--- config.mk ---
export PLATFORM = sky130hd
export DESIGN_NAME = fir_out_serializer
export DESIGN_NICKNAME = d
export VERILOG_FILES = /design/src/rtl/fir_out_serializer.sv
export SDC_FILE = /design/constraint.sdc
export NUM_CORES = 1
export LEC_CHECK = 0
export ABC_AREA = 1
export CORE_MARGIN = 8
export CORE_UTILIZATION = 45
export CTS_CLUSTER_SIZE = 25
export DETAILED_ROUTE_END_ITERATION = 8
export PLACE_DENSITY = 0.67
export SLEW_MARGIN = 20
export SYNTH_ARGS = -nofsm -noshare
export SYNTH_HDL_FRONTEND = slang
export SYNTH_SLANG_ARGS = --single-unit
export TNS_END_PERCENT = 50
--- constraint.sdc ---
create_clock -name clk -period 8.55 [get_ports clk]
set_clock_uncertainty 0.1 [all_clocks]
set_input_delay 0.855 -clock clk [delete_from_list [all_inputs] [get_ports clk]]
set_output_delay 0.855 -clock clk [all_outputs]
set_load 0.05 [all_outputs]
--- src/rtl/fir_out_serializer.sv ---
// Requantizing buffer that turns 3-lane FIR output groups into a
// one-sample-per-cycle serial stream with valid/ready on both sides.
module fir_out_serializer #(
  parameter int IN_W  = 32,
  parameter int OUT_W = 16,
  parameter int SHIFT = 15,
  parameter int DEPTH = 4
) (
  input  logic                    clk,
  input  logic                    rst_n,
  input  logic                    in_valid,
  output logic                    in_ready,
  input  logic signed [IN_W-1:0]  y0,
  input  logic signed [IN_W-1:0]  y1,
  input  logic signed [IN_W-1:0]  y2,
  output logic                    out_valid,
  input  logic                    out_ready,
  output logic signed [OUT_W-1:0] out_data,
  output logic [1:0]              out_phase,
  output logic                    out_sat,
  output logic [15:0]             sat_count
);

  localparam int AW = (DEPTH > 1) ? $clog2(DEPTH) : 1;
  localparam int CW = AW + 1;

  localparam logic signed [IN_W:0] RND =
    (IN_W+1)'(1) << (SHIFT - 1);
  localparam logic signed [IN_W:0] MAXV =
    (IN_W+1)'((64'sd1 <<< (OUT_W - 1)) - 64'sd1);
  localparam logic signed [IN_W:0] MINV =
    -MAXV - (IN_W+1)'(1);

  // Returns {sat, data}; math in IN_W+1 bits so rounding cannot wrap.
  function automatic logic [OUT_W:0] requant(
    input logic signed [IN_W-1:0] y
  );
    logic signed [IN_W:0] r;
    r = ($signed({y[IN_W-1], y}) + RND) >>> SHIFT;
    if (r > MAXV) begin
      requant = {1'b1, MAXV[OUT_W-1:0]};
    end else if (r < MINV) begin
      requant = {1'b1, MINV[OUT_W-1:0]};
    end else begin
      requant = {1'b0, r[OUT_W-1:0]};
    end
  endfunction

  logic [AW-1:0]    wr_ptr;
  logic [AW-1:0]    rd_ptr;
  logic [CW-1:0]    count;
  logic [1:0]       phase;
  logic [15:0]      sat_cnt_q;

  logic [OUT_W-1:0] mem_d [DEPTH][3];
  logic             mem_s [DEPTH][3];

  logic signed [IN_W-1:0] lane [3];
  logic [OUT_W-1:0] q_d [3];
  logic [2:0]       q_s;

  logic             push;
  logic             xfer;
  logic             pop;
  logic [1:0]       grp_sat;
  logic [16:0]      sat_sum;
  logic [OUT_W-1:0] head_d;
  logic             head_s;

  assign lane[0] = y0;
  assign lane[1] = y1;
  assign lane[2] = y2;

  always_comb begin
    for (int i = 0; i < 3; i++) begin
      {q_s[i], q_d[i]} = requant(lane[i]);
    end
  end

  assign in_ready  = (count < CW'(DEPTH));
  assign out_valid = (count != '0);
  assign push      = in_valid && in_ready;
  assign xfer      = out_valid && out_ready;
  assign pop       = xfer && (phase == 2'd2);

  assign grp_sat = 2'(q_s[0]) + 2'(q_s[1]) + 2'(q_s[2]);
  assign sat_sum = {1'b0, sat_cnt_q} + {15'b0, grp_sat};

  always_ff @(posedge clk) begin
    if (push) begin
      for (int i = 0; i < 3; i++) begin
        mem_d[wr_ptr][i] <= q_d[i];
        mem_s[wr_ptr][i] <= q_s[i];
      end
    end
  end

  always_ff @(posedge clk or negedge rst_n) begin
    if (!rst_n) begin
      wr_ptr    <= '0;
      rd_ptr    <= '0;
      count     <= '0;
      phase     <= 2'd0;
      sat_cnt_q <= 16'd0;
    end else begin
      if (push) begin
        wr_ptr <= wr_ptr + 1'b1;
      end
      if (pop) begin
        rd_ptr <= rd_ptr + 1'b1;
      end
      case ({push, pop})
        2'b10:   count <= count + 1'b1;
        2'b01:   count <= count - 1'b1;
        default: count <= count;
      endcase
      if (xfer) begin
        phase <= pop ? 2'd0 : phase + 2'd1;
      end
      if (push) begin
        sat_cnt_q <= sat_sum[16] ? 16'hFFFF : sat_sum[15:0];
      end
    end
  end

  always_comb begin
    head_d = mem_d[rd_ptr][0];
    head_s = mem_s[rd_ptr][0];
    case (phase)
      2'd1: begin
        head_d = mem_d[rd_ptr][1];
        head_s = mem_s[rd_ptr][1];
      end
      2'd2: begin
        head_d = mem_d[rd_ptr][2];
        head_s = mem_s[rd_ptr][2];
      end
      default: ;
    endcase
  end

  assign out_data  = out_valid ? $signed(head_d) : '0;
  assign out_phase = out_valid ? phase : 2'd0;
  assign out_sat   = out_valid && head_s;
  assign sat_count = sat_cnt_q;

endmodule

==> impl_results.md, run 1 <==
* Commonest cells after routing, fill and taps aside: nand2_1, edfxtp_1, nor2_1, nand3_1, clkdlybuf4s50_1
* Placed cells at 1500
* Worst Reg-to-Reg Cells at 10
* CP max stage delay at a little under 0.9 ns
* Clock-pin slew on the worst setup and hold paths at approximately 0.060 ns
* Clk Latency, worst-skew pair at between 0.5 and 0.6 ns
* # DRC at 0
* Vias per cell at 5.28
* Crit path required time at about 7.6 ns
* Max VDD drop at 0.434 mV
* Initial Utilization at between 40 and 50%
* Largest delay share family, worst path: buffers and inverters
* Global-route wire length before repair at just over 40000 um
* R2r endpoint: count[2]
* Final net count at ~1300
* Post-CTS Setup Bufs at 0
* Crit path launch: phase[0]
* Register area share after synthesis at 60.5%
* DRT Wirelength at ~26000 um
* Pleak at approximately 5.0 nW
* Total negative slack at 0 ns
* Vias in the first global route at 8088
* Max-slew violations at 0
* Synth Warn # at 0
* Post-Syn Instances at approximately 1100
* Ranking of synthesized cells by area: edfxtp_1, nand2_1, dfrtp_1
* Routed length per instance at 16.6 um
* Max_slew headroom at between 30% and 40%
* Largest net degree at the start of global routing at a little over 80
* All-layer global routing usage at approximately 16%
* Unrepaired setup endpoints after global routing: false
* Num CTS Buffers at 24
* PD cells at 344 nW/um2
* Row count at 57
* Initial antenna violation count at 0
* Crit-path cells: inv_1, ha_1, clkinv_1, nand3_1, nand3_1, inv_1, clkdlybuf4s50_1
* Post-Place Setup Slack at roughly 3.2 ns
* I/O Buffers at 94
* CP max-delay cell: clkinv_1
* Synth Net Count at between 1000 and 1500
* Mapped cell area at between 10000 and 15000 um2
* CTS H-Tree Depth at 1
* Area of the core at around 24000 um2
* Period utilization at between 50 and 60%
* Crit path buffers/inverters at 4
* I/O Pins at ~140
* Worst hold-check path type: register to register
* Final Hold Viols at 0
* Cts hold-fix bufs at 0
* Layout overhead on the synthesized area at 18.6%
* PostCTS Resize Cnt at 0
* Number of synthesized register bits at 229
* F_max at slightly below 200 MHz
* Commonest non-fill, non-tap cell in the layout: nand2_1
* Die height at between 150 and 200 um
* Clock root cell: clkbuf_16
* Yosys cell types at 37
* Non-Filler Instances at around 1500
* CP Depth at 7
* Post-DP HPWL at ~16000 um
* Worst Setup Start Kind: register
* Share of cells above drive strength 1 at between 7 and 8%
* Routability congestion estimate at roughly 0.82
* Clock tree sinks at 229
* Slew @ Worst Pin at 0.975 ns
* Worst setup endpoint: out_data[1]
* Antenna cell count at 0
* Worst setup margin at between 3 and 4 ns
* DR iter-0 viols at about 660
* Outcome: completed
* Final min period at around 5 ns
* Setup violators final at 0
* Total gr overflow at 0
* Mean area per synthesized cell at 9.95 um2
* Worst Setup End Kind: primary output
* R2r setup slk at 5.69 ns
* Max_cap viols at 0
* Post-synth top area share at roughly 55%
* Critical path type: register to primary output
* Post-synth top area cell: edfxtp_1
* Initial DRT Pass Iterations at 5
* Die area at between 30000 and 40000 um2
* Crit-path max FO at 18
* R2r startpoint: phase[0]
* Final Util at a little over half
* CTS max path bufs at 3
* DR vias at 8148
* Worst Path Arrival at 4.14 ns
* Detail Route Antenna Nets at 0
* CTS tree: built
* Die width at 174 um
[power breakdown]
group / total, mW / internal, mW / switching [mW] / leakage [nW]
logic: 1.99 / 0.570 / 1.42 / 2.49
registers: 1.46 / 1.39 / 0.0638 / 2.16
clock network: 1.11 / 0.680 / 0.431 / 0.408
[Yosys cell counts, drive strengths merged]
master	number
dfrtp	25
xor2	33
buf	18
nand3b	3
nand3	121
o21ai	88
o211ai	1
o221ai	17
clkinv	2
or2	2
clkbuf	30
and2	1
nor2	131
xnor2	15
nor3	8
fa	3
o22ai	17
nand2	278
edfxtp	204
a21oi	6
nand4	10
inv	96
nor4	1
ha	12
[through the flow]
stage	hold WS [ns]	power, mW	cell area (um2)
2_1_floorplan	0.369	2.80	11200
3_3_place_gp	0.389	3.44	12400
3_5_place_dp	0.399	3.47	12400
4_1_cts	0.412	4.58	13200
5_1_grt	0.441	4.79	13200
6_report	0.407	4.55	13200
[worst min path at each step]
stage | depth (start not counted) | slack, ns | endpoint | from
global route | 1 | 0.44 | count[0] | count[0]
detailed placement | 1 | 0.40 | count[0] | count[0]
global placement | 1 | 0.39 | count[0] | count[0]
floorplan | 1 | 0.37 | count[0] | count[0]
CTS | 1 | 0.41 | count[0] | count[0]
finish | 1 | 0.41 | count[0] | count[0]
[kinds of logic (layout without fill, tap and decap cells)]
family | Yosys count | after routing | share of synthesized area, %
simple gates | 555 | 555 | 21.8
flops | 229 | 229 | 60.5
buf+inv | 146 | 244 | 5.38
compound gates | 129 | 129 | 6.73
xor+xnor | 48 | 48 | 3.76
fa+ha+maj | 15 | 15 | 1.88
[cell type report]
type | count | area, um2
clock inverters | 18 | 249
clock buffers | 26 | 618
inverters | 98 | 368
flip-flops and latches | 229 | 6750
well taps | 324 | 405
repair buffers | 102 | 1000
multi-input cells | 747 | 3850
fillers | 2113 | 11100
[state kept, by name, summed over array words and instances, names as in the netlist]
signal,count
rd_ptr,2
mem_d,192
count,3
sat_count,16
mem_s,12
phase,2
wr_ptr,2
[per-layer routing]
| metal | GRT usage [%] | vias up | part of all wire [%] |
|---|---|---|---|
| met3 | 3.66 | 45 | 7.2 |
| met5 | 0 | - | 0 |
| met2 | 27.8 | 262 | 47 |
| met4 | 4.38 | 0 | 2.2 |
| met1 | 21.0 | 3871 | 43 |
| li1 | - | 3970 | - |
(Power assumes the default switching activity.)
==> run 2: changes to the inputs <==
PLACE_DENSITY = 0.69   (was 0.67)
clock period = 4.6 ns   (was 8.55 ns; I/O delays follow)
==> impl_results.md, run 2 (same netlist as run 1, synthesis figures left out) <==
* Outcome: completed
* R2r endpoint: count[2]
* Largest net degree at the start of global routing at a little over 70
* Final Hold Viols at 0
* Worst Setup Start Kind: register
* I/O Pins at ~140
* CTS H-Tree Depth at 1
* CTS tree: built
* Num CTS Buffers at 23
* Vias per cell at about 5.2
* Commonest cells after routing, fill and taps aside: nand2_1, edfxtp_1, nor2_1, nand3_1
* CP max-delay cell: clkdlybuf4s50_1
* R2r startpoint: phase[0]
* Row count at 57
* Fillcell total at 2067
* Final net count at 1326
* Vias in the first global route at ~8000
* R2r setup slk at between 1.5 and 2 ns
* Max-slew violations at 0
* Detail Route Antenna Nets at 0
* Worst Reg-to-Reg Cells at 10
* Max_slew headroom at between 40% and 50%
* Die width at between 150 and 200 um
* PostCTS Resize Cnt at 0
* Area of the core at roughly 24000 um2
* Clock tree sinks at around 230
* Post-DP HPWL at ~16000 um
* Clk Latency, worst-skew pair at 0.50 ns
* Setup violators final at 0
* Total gr overflow at 0
* Min Hold Slack at around 0.22 ns
* Die area at roughly 30000 um2
* Clock root cell: clkbuf_16
* DR vias at a little over 8000
* DR iter-0 viols at ~580
* All-layer global routing usage at between 15 and 20%
* I/O Buffers at 94
* Crit-path max FO at just under 70
* Post-CTS Setup Bufs at 0
* # DRC at 0
* PD cells at between 600 and 700 nW/um2
* Worst Path Arrival at 3.29 ns
* Period utilization at a little over four fifths
* Routed length per instance at between 15 and 20 um
* Initial Utilization at 45.9%
* Routability congestion estimate at about 0.8
* Max_cap viols at 0
* Worst hold-check path type: primary input to async pin
* Crit path required time at a little over 4 ns
* CTS max path bufs at 3
* Initial DRT Pass Iterations at 6
* Initial antenna violation count at 0
* Critical path type: register to primary output
* F_max at 260 MHz
* Crit-path cells: buf_12, o21ai_0, o22ai_1, nand2_1, nand3_1, nand3_1, inv_1, clkdlybuf4s50_1
* Largest Register: mem_d
* Die height at ~170 um
* Cts hold-fix bufs at 0
* Layout overhead on the synthesized area at 18.6%
* Clock-pin slew on the worst setup and hold paths at about 0.060 ns
* Global-route wire length before repair at 40900 um
* CP max stage delay at roughly 0.8 ns
* Most frequent CP cell: nand3_1
* Slew @ Worst Pin at roughly 0.86 ns
* Max VDD drop at just over 0.8 mV
* Worst Setup End Kind: primary output
* Pleak at 5.06 nW
* Final Util at 54.5%
* Total negative slack at 0 ns
* Unrepaired setup endpoints after global routing: false
* Share of cells above drive strength 1 at under 10%
* Max reg flops at 192
* DRT Wirelength at 25200 um
* Final min period at ~3.9 ns
* Antenna cell count at 0
* Commonest non-fill, non-tap cell in the layout: nand2_1
[run 2: worst max path at each step]
stage,endpoint,start,slack [ns],cells past startpoint
2_1_floorplan,mem_d[0][0],count[2],0.96,3
3_3_place_gp,sat_count[0],y0[14],0.31,24
3_5_place_dp,sat_count[0],y2[14],0.29,22
4_1_cts,out_data[0],rd_ptr[0],0.73,8
5_1_grt,sat_count[0],y2[14],0.41,22
6_report,out_data[4],rd_ptr[0],0.75,8
[run 2: layout make-up]
| type | instances | area, um2 | area share (%) |
|---|---|---|---|
| clock buffer | 27 | 591 | 4.46 |
| clock inverter | 15 | 156 | 1.18 |
| inverter | 98 | 368 | 2.78 |
| multi-input combinational | 747 | 3850 | 29.0 |
| sequential | 229 | 6750 | 51.0 |
| tap | 324 | 405 | 3.06 |
| timing repair buffer | 112 | 1130 | 8.50 |
[run 2: critical path: cells and delay by family, from the launching register on]
| family | cells | cell delay, ns |
|---|---|---|
| DFF | 1 | 0.79 |
| AOI/OAI and AO/OA | 2 | 0.40 |
| and+or+nand+nor | 3 | 0.35 |
| buffers and inverters | 3 | 1.24 |
[run 2: per-layer routing]
layer | GRT usage, % | part of all wire [%] | up-vias
met3 | 2.44 | 5.5 | 36
met1 | 20.9 | 43 | 3842
met2 | 29.0 | 49 | 244
met4 | 4.53 | 2.2 | 0
li1 | - | - | 3988
met5 | 0 | 0 | -
[run 2: power by group]
part	total, mW	internal, mW	switching [mW]
Combinational	3.70	1.12	2.58
Sequential	2.73	2.59	0.140
Clock	1.84	1.09	0.755
[run 2: through the flow]
step | instances | setup slack [ns] | cell area (um2) | power (mW)
after global routing | 1552 | 0.411 | 13200 | 8.74
after detailed placement | 1510 | 0.294 | 12500 | 6.50
final | 1552 | 0.748 | 13200 | 8.27
after CTS | 1552 | 0.726 | 13200 | 8.34
after global placement | 1510 | 0.306 | 12500 | 6.45
after floorplan | 1122 | 0.964 | 11200 | 5.20
==> run 3: changes to the inputs <==
clock period = 3.1 ns   (was 4.6 ns; I/O delays follow)
==> impl_results.md, run 3 (same netlist as run 1, synthesis figures left out) <==
* Post-Place Setup Slack at -0.949 ns
* Routed length per instance at 16.1 um
* Initial DRT Pass Iterations at 7
* Commonest non-fill, non-tap cell in the layout: nand2_1
* Max_slew headroom at approximately three fifths
* Clock-pin slew on the worst setup and hold paths at approximately 0.06 ns
* Total gr overflow at 0
* R2r setup slk at 0.65 ns
* Worst Reg-to-Reg Cells at 12
* Largest net degree at the start of global routing at between 60 and 70
* Share of cells above drive strength 1 at a little over a fifth
* Crit-path max FO at 4
* Period utilization at between 90% and 100%
* Worst hold-check path type: primary input to async pin
* Fillcell total at between 2000 and 2500
* Post-Route M1 WL at ~12000 um
* I/O Buffers at 94
* Initial Utilization at a little under half
* Num CTS Buffers at 24
* F_max at 338 MHz
* Largest Register: mem_d
* Antenna cell count at 0
* Critical path type: primary input to register
* Setup violators final at 0
* Worst Path Arrival at 3.25 ns
* Final Util at approximately 60%
* All-layer global routing usage at between 15 and 20%
* Die height at between 150 and 200 um
* Die area at between 30000 and 40000 um2
* Layout overhead on the synthesized area at 30.8%
* DRT Wirelength at between 20000 and 30000 um
* DR iter-0 viols at 699
* CTS tree: built
* Pleak at 5.99 nW
* Row count at 57
* Post-DP HPWL at 18300 um
* Routability congestion estimate at between 0.8 and 0.9
* Total power at approximately 13 mW
* Final Hold Viols at 0
* Max_cap viols at 0
* R2r endpoint: sat_count[10]
* Initial antenna violation count at 0
* Worst Setup Start Kind: primary input
* Clock root cell: clkbuf_16
* Clock tree sinks at about 230
* Final min period at between 2 and 3 ns
* Max reg flops at 192
* Max-slew violations at 0
* Vias in the first global route at about 8900
* Min Hold Slack at slightly above 0.07 ns
* DR vias at approximately 8700
* Largest delay share family, worst path: simple AND/OR/NAND/NOR gates
* CP max-delay cell: fa_1
* Area of the core at approximately 24000 um2
* Commonest cells after routing, fill and taps aside: nand2_1, edfxtp_1, buf_4
* Met2 WL at 13800 um
* Global-route wire length before repair at roughly 44000 um
* Detail Route Antenna Nets at 0
* Slew @ Worst Pin at about 0.6 ns
* Vias per cell at 5.13
* Crit-path cells: clkdlybuf4s15_1, ha_2, nand2_2, nor2_4, nand2_2, nor2_2, nand2_1, nand2_1, inv_1, nand2_1, nand2_2, nand2_4, inv_2, fa_1, inv_2, ha_4, fa_2, nand2_2, nor2_4, nand3_4, inv_2, nand4_1, buf_2, nand3_1
* Met3 routed WL at around 1500 um
* # DRC at 0
* Highest metal used: met4
* Most frequent CP cell: nand2_2
* I/O Pins at around 140
* Worst setup margin at 0.138 ns
* Die width at 174 um
* R2r startpoint: sat_count[0]
* PD cells at 906 nW/um2
* Worst Setup End Kind: register
* Crit path required time at 3.39 ns
* CP max stage delay at roughly 0.5 ns
* Max VDD drop at between 1 and 1.5 mV
* Clk Latency, worst-skew pair at around 0.51 ns
* CTS H-Tree Depth at 1
* CTS max path bufs at 3
* Final net count at 1467
* Outcome: completed
* Total negative slack at 0 ns
* Crit path buffers/inverters at 6
run 3: worst reg2reg max path, stage by stage (launching register included):
cell and delay, ns:
dfrtp_1 0.38, inv_1 0.11, fa_1 0.56, inv_2 0.06, ha_4 0.16, fa_2 0.34, nand2_2 0.09, nor2_4 0.05
nand3_4 0.08, inv_2 0.05, nand4_1 0.13, buf_2 0.17, nand3_1 0.06
run 3: metrics by stage:
stage / instances / instance area (um2)
2_1_floorplan: 1122 / 11200
3_3_place_gp: 1619 / 13500
3_5_place_dp: 1619 / 13500
4_1_cts: 1688 / 14500
5_1_grt: 1694 / 14600
6_report: 1694 / 14600
run 3: metal layers:
metal  GRT usage [%]  vias to the layer above
li1                -                     4267
met1            23.0                     4098
met2            30.9                      282
met3            2.66                       48
met4            4.78                        0
met5           0.332                        -
run 3: final cells by class:
cell class | instances | area, um2 | area share, %
multi-input combinational | 747 | 4010 | 27.4
timing repair buffer | 252 | 2330 | 16.0
sequential | 229 | 6750 | 46.2
clock buffer | 29 | 641 | 4.38
inverter | 98 | 368 | 2.52
clock inverter | 15 | 105 | 0.719
tap | 324 | 405 | 2.77
run 3: worst max path at each step:
stage / endpoint / startpoint / slack [ns] / cells after the start
final: sat_count[10] / y0[14] / 0.14 / 24
after global routing: sat_count[10] / y0[14] / -0.06 / 24
after CTS: sat_count[9] / y0[27] / 0.00007 / 23
after detailed placement: sat_count[0] / y2[14] / -0.95 / 21
after global placement: sat_count[15] / y2[14] / -0.86 / 20
after floorplan: mem_d[0][0] / count[2] / -0.54 / 3
run 3: repair_timing:
action / 4_1_cts / 5_1_grt
gates resized for setup: 54 / 34
buffers inserted: 24 / 6
pin swaps: 35 / 29
hold buffers: 0 / 0
setup endpoints to repair: 16 / 16
gates cloned: 1 / 0
run 3: where the power goes:
group          switching, mW  total, mW  leakage [nW]  internal [mW]
Combinational           4.10       6.53          3.47           2.43
Sequential             0.183       4.02          2.16           3.84
Clock                   1.12       2.68         0.371           1.56
